## config.mk

```make
export PLATFORM = sky130hd
export DESIGN_NAME = seq_detector_prog
export DESIGN_NICKNAME = d
export VERILOG_FILES = /design/src/rtl/seq_det_pkg.sv /design/src/rtl/seq_det_cmp.sv /design/src/rtl/seq_detector_prog.sv
export SDC_FILE = /design/constraint.sdc
export NUM_CORES = 1
export LEC_CHECK = 0
export BUFFER_PORTS_ARGS = -buffer_cell sky130_fd_sc_hd__buf_2
export CORE_UTILIZATION = 49
export CTS_BUF_LIST = sky130_fd_sc_hd__clkbuf_16
export CTS_CLUSTER_DIAMETER = 30
export CTS_CLUSTER_SIZE = 16
export DETAILED_ROUTE_END_ITERATION = 6
export GPL_ROUTABILITY_DRIVEN = 0
export PLACE_DENSITY = 0.69
export SYNTH_ARGS = -nofsm -noshare
export SYNTH_HDL_FRONTEND = slang
export SYNTH_HIERARCHICAL = 1
export SYNTH_SLANG_ARGS = --single-unit
```

## constraint.sdc

```tcl
create_clock -name clk -period 6.8 [get_ports clk]
set_input_delay 0 -clock clk [delete_from_list [all_inputs] [get_ports clk]]
set_output_delay 0 -clock clk [all_outputs]
set_load 0.005 [all_outputs]
```

## src/rtl/seq_det_pkg.sv

```systemverilog
// ============================================================================
// Module : seq_det_pkg
// Brief  : Shared constants and helpers for the programmable sequence detector.
// Rev    : 1.0  initial release
// ============================================================================
`default_nettype none

package seq_det_pkg;

    localparam int         C_DEFAULT_LEN     = 5;
    // Bit 0 is the first bit received: sequence 1,0,1,1,0.
    localparam logic [7:0] C_DEFAULT_PATTERN = 8'h0D;

    localparam logic OVL_OFF = 1'b0;
    localparam logic OVL_ON  = 1'b1;

    function automatic int len_width(input int max_len);
        return $clog2(max_len + 1);
    endfunction

endpackage

`default_nettype wire

```

## src/rtl/seq_det_cmp.sv

```systemverilog
// ============================================================================
// Module : seq_det_cmp
// Brief  : Combinational masked compare of {history, current bit} against the
//          programmed pattern for a runtime length.
// Rev    : 1.0  initial release
// ============================================================================
`default_nettype none

module seq_det_cmp #(
    parameter int MAX_LEN = 8,
    parameter int LEN_W   = 4
) (
    input  logic [MAX_LEN-2:0] i_hist,
    input  logic               i_a,
    input  logic [MAX_LEN-1:0] i_pattern,
    input  logic [MAX_LEN-1:0] i_mask,
    input  logic [LEN_W-1:0]   i_len,
    output logic               o_hit
);

    logic [MAX_LEN-1:0] w_win;
    logic [MAX_LEN-1:0] w_rev;
    logic [MAX_LEN-1:0] w_aligned;
    logic [MAX_LEN-1:0] w_lenmask;
    logic [MAX_LEN-1:0] w_diff;
    logic [LEN_W-1:0]   w_shamt;

    // w_win[0] is the current bit, w_win[j] the bit received j accepts ago.
    assign w_win = {i_hist, i_a};

    always_comb begin
        w_rev     = '0;
        w_lenmask = '0;
        for (int j = 0; j < MAX_LEN; j++) begin
            w_rev[MAX_LEN-1-j] = w_win[j];
            w_lenmask[j]       = (LEN_W'(j) < i_len);
        end
    end

    // After the shift, bit k lines up with pattern bit k (oldest bit at k=0).
    assign w_shamt   = LEN_W'(MAX_LEN) - i_len;
    assign w_aligned = w_rev >> w_shamt;
    assign w_diff    = (w_aligned ^ i_pattern) & ~i_mask & w_lenmask;
    assign o_hit     = (i_len != '0) && (w_diff == '0);

endmodule

`default_nettype wire

```

## src/rtl/seq_detector_prog.sv

```systemverilog
// ============================================================================
// Module : seq_detector_prog
// Brief  : Runtime-programmable serial pattern detector with Mealy match,
//          registered pulse and saturating counter. SEQ_DET_MASK_EN adds a
//          per-bit don't-care mask port (cfg_mask).
// Rev    : 1.0  initial release
// ============================================================================
`default_nettype none

module seq_detector_prog
    import seq_det_pkg::*;
#(
    parameter int                 MAX_LEN         = 8,
    parameter int                 CNT_W           = 8,
    parameter int                 DEFAULT_LEN     = C_DEFAULT_LEN,
    parameter logic [MAX_LEN-1:0] DEFAULT_PATTERN = MAX_LEN'(C_DEFAULT_PATTERN),
    parameter int                 LEN_W           = len_width(MAX_LEN)
) (
    input  logic               clk,
    input  logic               reset,
    input  logic               en,
    input  logic               a,
    input  logic               cfg_load,
    input  logic [MAX_LEN-1:0] cfg_pattern,
    input  logic [LEN_W-1:0]   cfg_len,
    input  logic               cfg_overlap,
`ifdef SEQ_DET_MASK_EN
    input  logic [MAX_LEN-1:0] cfg_mask,
`endif
    output logic               y,
    output logic               match_q,
    output logic [CNT_W-1:0]   match_cnt
);

    logic [MAX_LEN-1:0] r_pattern;
    logic [LEN_W-1:0]   r_len;
    logic               r_overlap;
    logic [MAX_LEN-2:0] r_hist;
    logic [LEN_W-1:0]   r_fill;
    logic               r_match_q;
    logic [CNT_W-1:0]   r_cnt;

    logic [MAX_LEN-1:0] w_mask;
    logic [LEN_W-1:0]   w_len_clamped;
    logic               w_accept;
    logic               w_fill_ok;
    logic               w_hit;
    logic               w_y;

`ifdef SEQ_DET_MASK_EN
    logic [MAX_LEN-1:0] r_mask;
    assign w_mask = r_mask;
`else
    assign w_mask = '0;
`endif

    assign w_len_clamped = (cfg_len > LEN_W'(MAX_LEN)) ? LEN_W'(MAX_LEN) : cfg_len;
    assign w_accept      = en & ~cfg_load;
    // fill >= len-1 rewritten to avoid underflow when len is 0.
    assign w_fill_ok     = (r_fill + LEN_W'(1)) >= r_len;

    seq_det_cmp #(
        .MAX_LEN (MAX_LEN),
        .LEN_W   (LEN_W)
    ) u_cmp (
        .i_hist    (r_hist),
        .i_a       (a),
        .i_pattern (r_pattern),
        .i_mask    (w_mask),
        .i_len     (r_len),
        .o_hit     (w_hit)
    );

    assign w_y = ~reset & w_accept & (r_len != '0) & w_fill_ok & w_hit;

    always_ff @(posedge clk or posedge reset) begin
        if (reset) begin
            r_pattern <= DEFAULT_PATTERN;
            r_len     <= LEN_W'(DEFAULT_LEN);
            r_overlap <= OVL_ON;
            r_hist    <= '0;
            r_fill    <= '0;
            r_match_q <= 1'b0;
            r_cnt     <= '0;
`ifdef SEQ_DET_MASK_EN
            r_mask    <= '0;
`endif
        end else begin
            r_match_q <= w_y;
            if (cfg_load) begin
                r_pattern <= cfg_pattern;
                r_len     <= w_len_clamped;
                r_overlap <= cfg_overlap;
                r_hist    <= '0;
                r_fill    <= '0;
                r_cnt     <= '0;
`ifdef SEQ_DET_MASK_EN
                r_mask    <= cfg_mask;
`endif
            end else begin
                if (en) begin
                    r_hist <= (MAX_LEN-1)'({r_hist, a});
                    // Non-overlapping mode restarts the fill so the next match needs len fresh bits.
                    if (w_y && (r_overlap == OVL_OFF)) begin
                        r_fill <= '0;
                    end else if (r_fill != LEN_W'(MAX_LEN-1)) begin
                        r_fill <= r_fill + LEN_W'(1);
                    end
                end
                if (w_y && (r_cnt != '1)) begin
                    r_cnt <= r_cnt + CNT_W'(1);
                end
            end
        end
    end

    assign y         = w_y;
    assign match_q   = r_match_q;
    assign match_cnt = r_cnt;

endmodule

`default_nettype wire

```

Yosys cells after proc, flatten, opt, wreduce, memory -nomap -nowiden
Index checks and enable logic that the tools add are counted. W data, S select, Z words.

Bits in writable memories: 0. Register bits after elaboration: 33. Logic and storage cells: 51. Bits in read-only memories: 0. Memories kept: 0. Input bits: 18. Output and inout port bits: 10. Latch bits: 0.

Divide/modulo/power cells: 0. Bitwise operators: 10. Muxes and demuxes: 9. Equality and inequality tests: 2. Shift operators: 1. Add/subtract/negate cells: 3. $lt $le $gt $ge: 10. Reductions and logical operators: 9. $mul: 0.

Operators with widths (number): $mux W4 (5); $lt A3 B4 Y1 const A (4); $mux W8 (2); $mux W7 (2); $add A8 B1 Y8 const B (1); $and A8 B8 Y8 (1); $logic_not A8 Y1 (1); $lt A1 B4 Y1 const A (2); $lt A2 B4 Y1 const A (2); $ne A8 B8 Y1 const B (1); $shr A8 B4 Y8 (1); $xor A8 B8 Y8 (1); $and A1 B1 Y1 (5); $add A4 B1 Y4 const B (1); $ge A4 B4 Y1 (1); $gt A4 B4 Y1 const B (1); $ne A4 B3 Y1 const B (1); $reduce_bool A2 Y1 (2); $reduce_bool A4 Y1 (1); $sub A4 B4 Y4 const A (1); $logic_and A1 B1 Y1 (3); $not A1 Y1 (3); $reduce_bool A3 Y1 (1); $reduce_and A2 Y1 (1).

Depth between registers and ports, before layout
Depth in word-level cells: 11. Gate-level depth with buffers: 17. Gate-level depth less buffers: 14.

Cells and area by module
Netlist, hierarchy kept.

Modules (own cells, without submodules): seq_detector_prog (area an instance 1562.7 um^2, times used 1, seq. area each 833.3 um^2, cells an instance 139); seq_det_cmp (area an instance 638.1 um^2, times used 1, seq. area each 0.0 um^2, cells an instance 89).

Worst setup path before layout
Ideal clock, no wire load.

Path type: reg2reg. Start: register r_len[0]. End: register r_cnt[5], in the netlist match_cnt[5]. Stages on the path, launching flop included: 16. Required time: 6722 ps. Clock period less this slack: 3694 ps. Buffers on the path: 2. Slack: 3106 ps. Data arrival time: 3616 ps. Setup time: 78 ps. Path through: dfstp_2 > buf_6 > inv_1 > ha_1 > inv_1 > mux4_2 > a32oi_1 > mux2i_1 > nand4_1 > nor4_1 > and4bb_1 > o41ai_1 > or3_1 > buf_6 > or4_1 > a21oi_1.

Word-level cells in the longest chain between the ends: 9. Elaborated cells between the ends (all ways): 21. Those cells by class: add/sub: 1; order compare: 9; shift: 1; bitwise: 5; reduce/logical: 5.

RTL lines: from (decl) (line seq_detector_prog.sv:36) `logic [LEN_W-1:0] r_len;`; from (signal assigned) (line seq_detector_prog.sv:79) `r_len <= LEN_W'(DEFAULT_LEN);`; from (signal assigned) (line seq_detector_prog.sv:92) `r_len <= w_len_clamped;`; $sub A4 B4 Y4 (line seq_det_cmp.sv:41) `assign w_shamt = LEN_W'(MAX_LEN) - i_len;`; $shr A8 B4 Y8 (line seq_det_cmp.sv:42) `assign w_aligned = w_rev >> w_shamt;`; $xor A8 B8 Y8 (line seq_det_cmp.sv:43) `assign w_diff = (w_aligned ^ i_pattern) & ~i_mask & w_lenmask;`; $and A8 B8 Y8 (line seq_det_cmp.sv:43); $logic_not A8 Y1 (line seq_det_cmp.sv:44) `assign o_hit = (i_len != '0) && (w_diff == '0);`; $logic_and A1 B1 Y1 (*) (line seq_det_cmp.sv:44); via w_hit (line seq_detector_prog.sv:47) `logic w_hit;`; $and A1 B1 Y1 (*) (line seq_detector_prog.sv:74) `assign w_y = ~reset & w_accept & (r_len != '0) & w_fill_ok & w_hit;`; $logic_and A1 B1 Y1 (*) (line seq_detector_prog.sv:110) `if (w_y && (r_cnt != '1)) begin`; $reduce_bool A2 Y1 (no line) (*); to (signal assigned) (line seq_detector_prog.sv:111) `r_cnt <= r_cnt + CNT_W'(1);`; to (decl) (line seq_detector_prog.sv:41) `logic [CNT_W-1:0] r_cnt;`.

Mark *: on every way through the listed nets, which the timed path passes. The rest lies on a longest branch. A chain may end at the register's enable or synchronous reset.

Worst setup path after layout
Same ends and word-level chain as after synthesis.

==> impl_metrics.csv <==
group,metric,value,unit
run_status,status,"finished, final reports clean",
place,dp_hpwl,3316,microns
logic_synthesis,ys.flop_type,"dfrtp_1",
logic_synthesis,synth.top_cell.area_share,30.70,%
timing,fin_setup_tns,0,ns
clock_network,cts_setup_buffers,0,
power_and_ir_drop,peakVddDrop,0.1375,mV
timing,fin_crit,4.450,ns
worst_hold_path,hold_class,"primary input to flop",
floorplan,die_area,4764,sq um
logic_synthesis,synthesis.area,2201,sq um
timing,fmax,0.2247,GHz
timing,slew_headroom,60.79,%
place,dp_worst_setup_slack,2.394,ns
logic_synthesis,synth_area_leaders,"dfrtp_1, mux2i_1, dfstp_2",
drt,vias,1859,
timing,finalHoldViolations,0,
floorplan,num_rows,24,
run,drv_cap,0,
logic_synthesis,async_reset_ff_share,100.0,%
clock_network,cts.sinks,33,
global_route,grt_pass1_wl,8148,microns
cells_and_area,area_delta_synth_final,20.98,%
clock_network,cts_tree,"done",
logic_synthesis,syn_inst,228,
timing,slew_violations,0,
place,io_buffer_count,27,
global_route,grt-ovfl-total,0,
critical_path,worstPathArrival,4.65,ns
clock_network,ctsLongestPathBuffers,2,
place,postPlaceCellArea,2386,sq um
logic_synthesis,synth_cell_types,59,
timing,skew,0.004611,ns
floorplan,die_h,69.02,microns
critical_path,cp-end-kind,"flop",
cells_and_area,final_area,2663,sq um
logic_synthesis,synth_edf_count,0,
floorplan,chipWidth,69.02,microns
drt,drtPass1Iterations,4,
logic_synthesis,yosysTopAreaCell,"dfrtp_1",
clock_network,cts_resized,0,
timing,rsz0062_at_grt,"no",
clock_network,cts_buffers,5,
floorplan,start_util,50.90,%
cells_and_area,antennaDiodeCount,0,
cells_and_area,nets,302,
cells_and_area,drive_gt1_share,20.22,%
clock_network,cts_root_buf,"clkbuf_16",
drt,post_drt_wl_per_cell,14.80,microns
global_route,grt_pass1_vias,1734,
drt,viasPerCell,5.650,
global_route,grt_max_degree,32,
floorplan,ios,28,
logic_synthesis,yosysSeqAreaShare,37.86,%
power_and_ir_drop,power_leakage,0.001260,uW
power_and_ir_drop,p_per_area,203.0,nW/um^2
global_route,antenna_found_initial,0,
drt,ant_nets,0,
clock_network,worstSkewPairLatency,0.28,ns
drt,remaining_drc_errors,0,
drt,finalWirelength,4870,microns
logic_synthesis,ys_ff_latch,33,
critical_path,critPathRequiredTime,7.00,ns
logic_synthesis,synth_area_per_cell,9.653,sq um
timing,finalCritPeriodShare,65.43,%
floorplan,core,4324,sq um
clock_network,htreeDepth,2,
timing,setup_violations,0,
critical_path,startpoint_type,"flop",
critical_path,timing_worst_setup_path_type,"flop to flop",
global_route,grt_util_all_layers,21.69,%
timing,tightest_slew,0.5882,ns
timing,timing.final.ws_setup,2.350,ns
drt,drtIter0Drc,116,
clock_network,clkTransAtPathRegs,0.05,ns
logic_synthesis,ys.warnings.count,6,
critical_path,cp_max_fo,21,
placed cells by master, fill, tap and decap left out, drive strengths merged, types with 2 or more instances in the layout:
master	instances
inv	13
nand4	6
nor4	3
o41ai	2
xnor2	3
o22ai	2
ha	8
and3	3
mux2	12
mux4	2
dfrtp	27
or3	4
conb	10
a21oi	7
nor2b	4
xor2	5
clkbuf	5
o21ai	9
dfstp	6
and2	3
a31oi	2
nand3	8
or2	2
dlygate4sd3	14
o21a	3
nor2	17
nor3	6
mux2i	17
nand2	21
buf	28
cells by family after synthesis:
kind of cell | count (synthesis) | share of synthesized area [%]
multiplexers | 31 | 15.92
flip-flops | 33 | 37.86
AO/OA/AOI/OAI | 41 | 13.19
other | 1 | 0.1704
buffers and inverters | 21 | 4.434
adder cells (fa/ha/maj) | 8 | 4.548
XOR/XNOR | 8 | 4.037
AND/OR/NAND/NOR | 85 | 19.84
sequential cells by signal (all words and copies together) (netlist names):
register and cells:
match_cnt 8, match_q 1, r_fill 4, r_hist 7
r_len 4, r_overlap 1, r_pattern 8
Yosys cell counts, types with 6 or more instances:
cell and n:
a21oi_1 7, nand3_1 8, clkbuf_1 6, inv_1 10, ha_1 8, nor2_1 17
dfrtp_1 27, mux2i_1 17, nor3_1 6, o21ai_0 7, nand2_1 21, nand4_1 6
mux2_2 9, dfstp_2 6
what timing repair did:
item,4_1_cts,5_1_grt
setup endpoints to repair,0,0
hold endpoints to repair,19,0
hold buffers,14,0
final timing paths:
| check | start | end | slack (ns) | depth (start not counted) |
|---|---|---|---|---|
| max in group asynchronous | reset | r_len[0] | 5.82 | 4 |
| hold / removal | a | r_hist[0] | 0.08 | 3 |
| hold reg to reg | r_pattern[6] | r_pattern[6] | 0.51 | 1 |
| setup / recovery | r_len[0] | match_cnt[5] | 2.35 | 13 |
| min in group asynchronous | reset | r_len[3] | 0.27 | 3 |
| setup reg to reg | r_len[0] | match_cnt[5] | 2.35 | 13 |
critical path: stages, from the launching register on:
cell	delay, ns
dfstp_2	0.76
inv_1	0.14
ha_1	0.46
inv_1	0.21
mux4_2	0.54
a32oi_1	0.25
mux2i_1	0.21
nand4_1	0.11
nor4_1	0.26
and4bb_1	0.24
o41ai_1	0.06
or3_1	0.47
or4_1	0.51
a21oi_1	0.15
layer usage:
| layer | track usage, % | up-vias | wire [microns] |
|---|---|---|---|
| met5 | 0 | - | 0 |
| met4 | 9.524 | 0 | 93 |
| met3 | 5.263 | 8 | 198 |
| met2 | 33.01 | 40 | 2270 |
| met1 | 29.30 | 894 | 2308 |
| li1 | - | 917 | - |
area by class of cell:
class                      count  area (sq um)
fill                         396          1662
multi-input combinational    183          1304
sequential                    33         833.3
timing repair buffer          42         282.8
clock buffer                   5         125.1
tap                           52         65.06
inverter                      11         41.29
clock inverter                 3         11.26
report_power, final:
group          total (uW)  switching, uW  internal, uW
registers             224           15.5           209
logic                 102           52.4          49.4
clock network         215           83.0           132
through the flow:
step	utilization (%)	power, uW	hold WS, ns	cells
final	61.57	540.6	0.08095	329
after global routing	61.57	567.3	0.1225	329
after CTS	61.57	543.7	0.08597	329
after detailed placement	55.18	322.3	0.02337	307
after global placement	55.18	320.0	0.02243	307
after floorplan	-	299.1	0.05904	237
No activity file was read; power rests on OpenSTA's default activity.
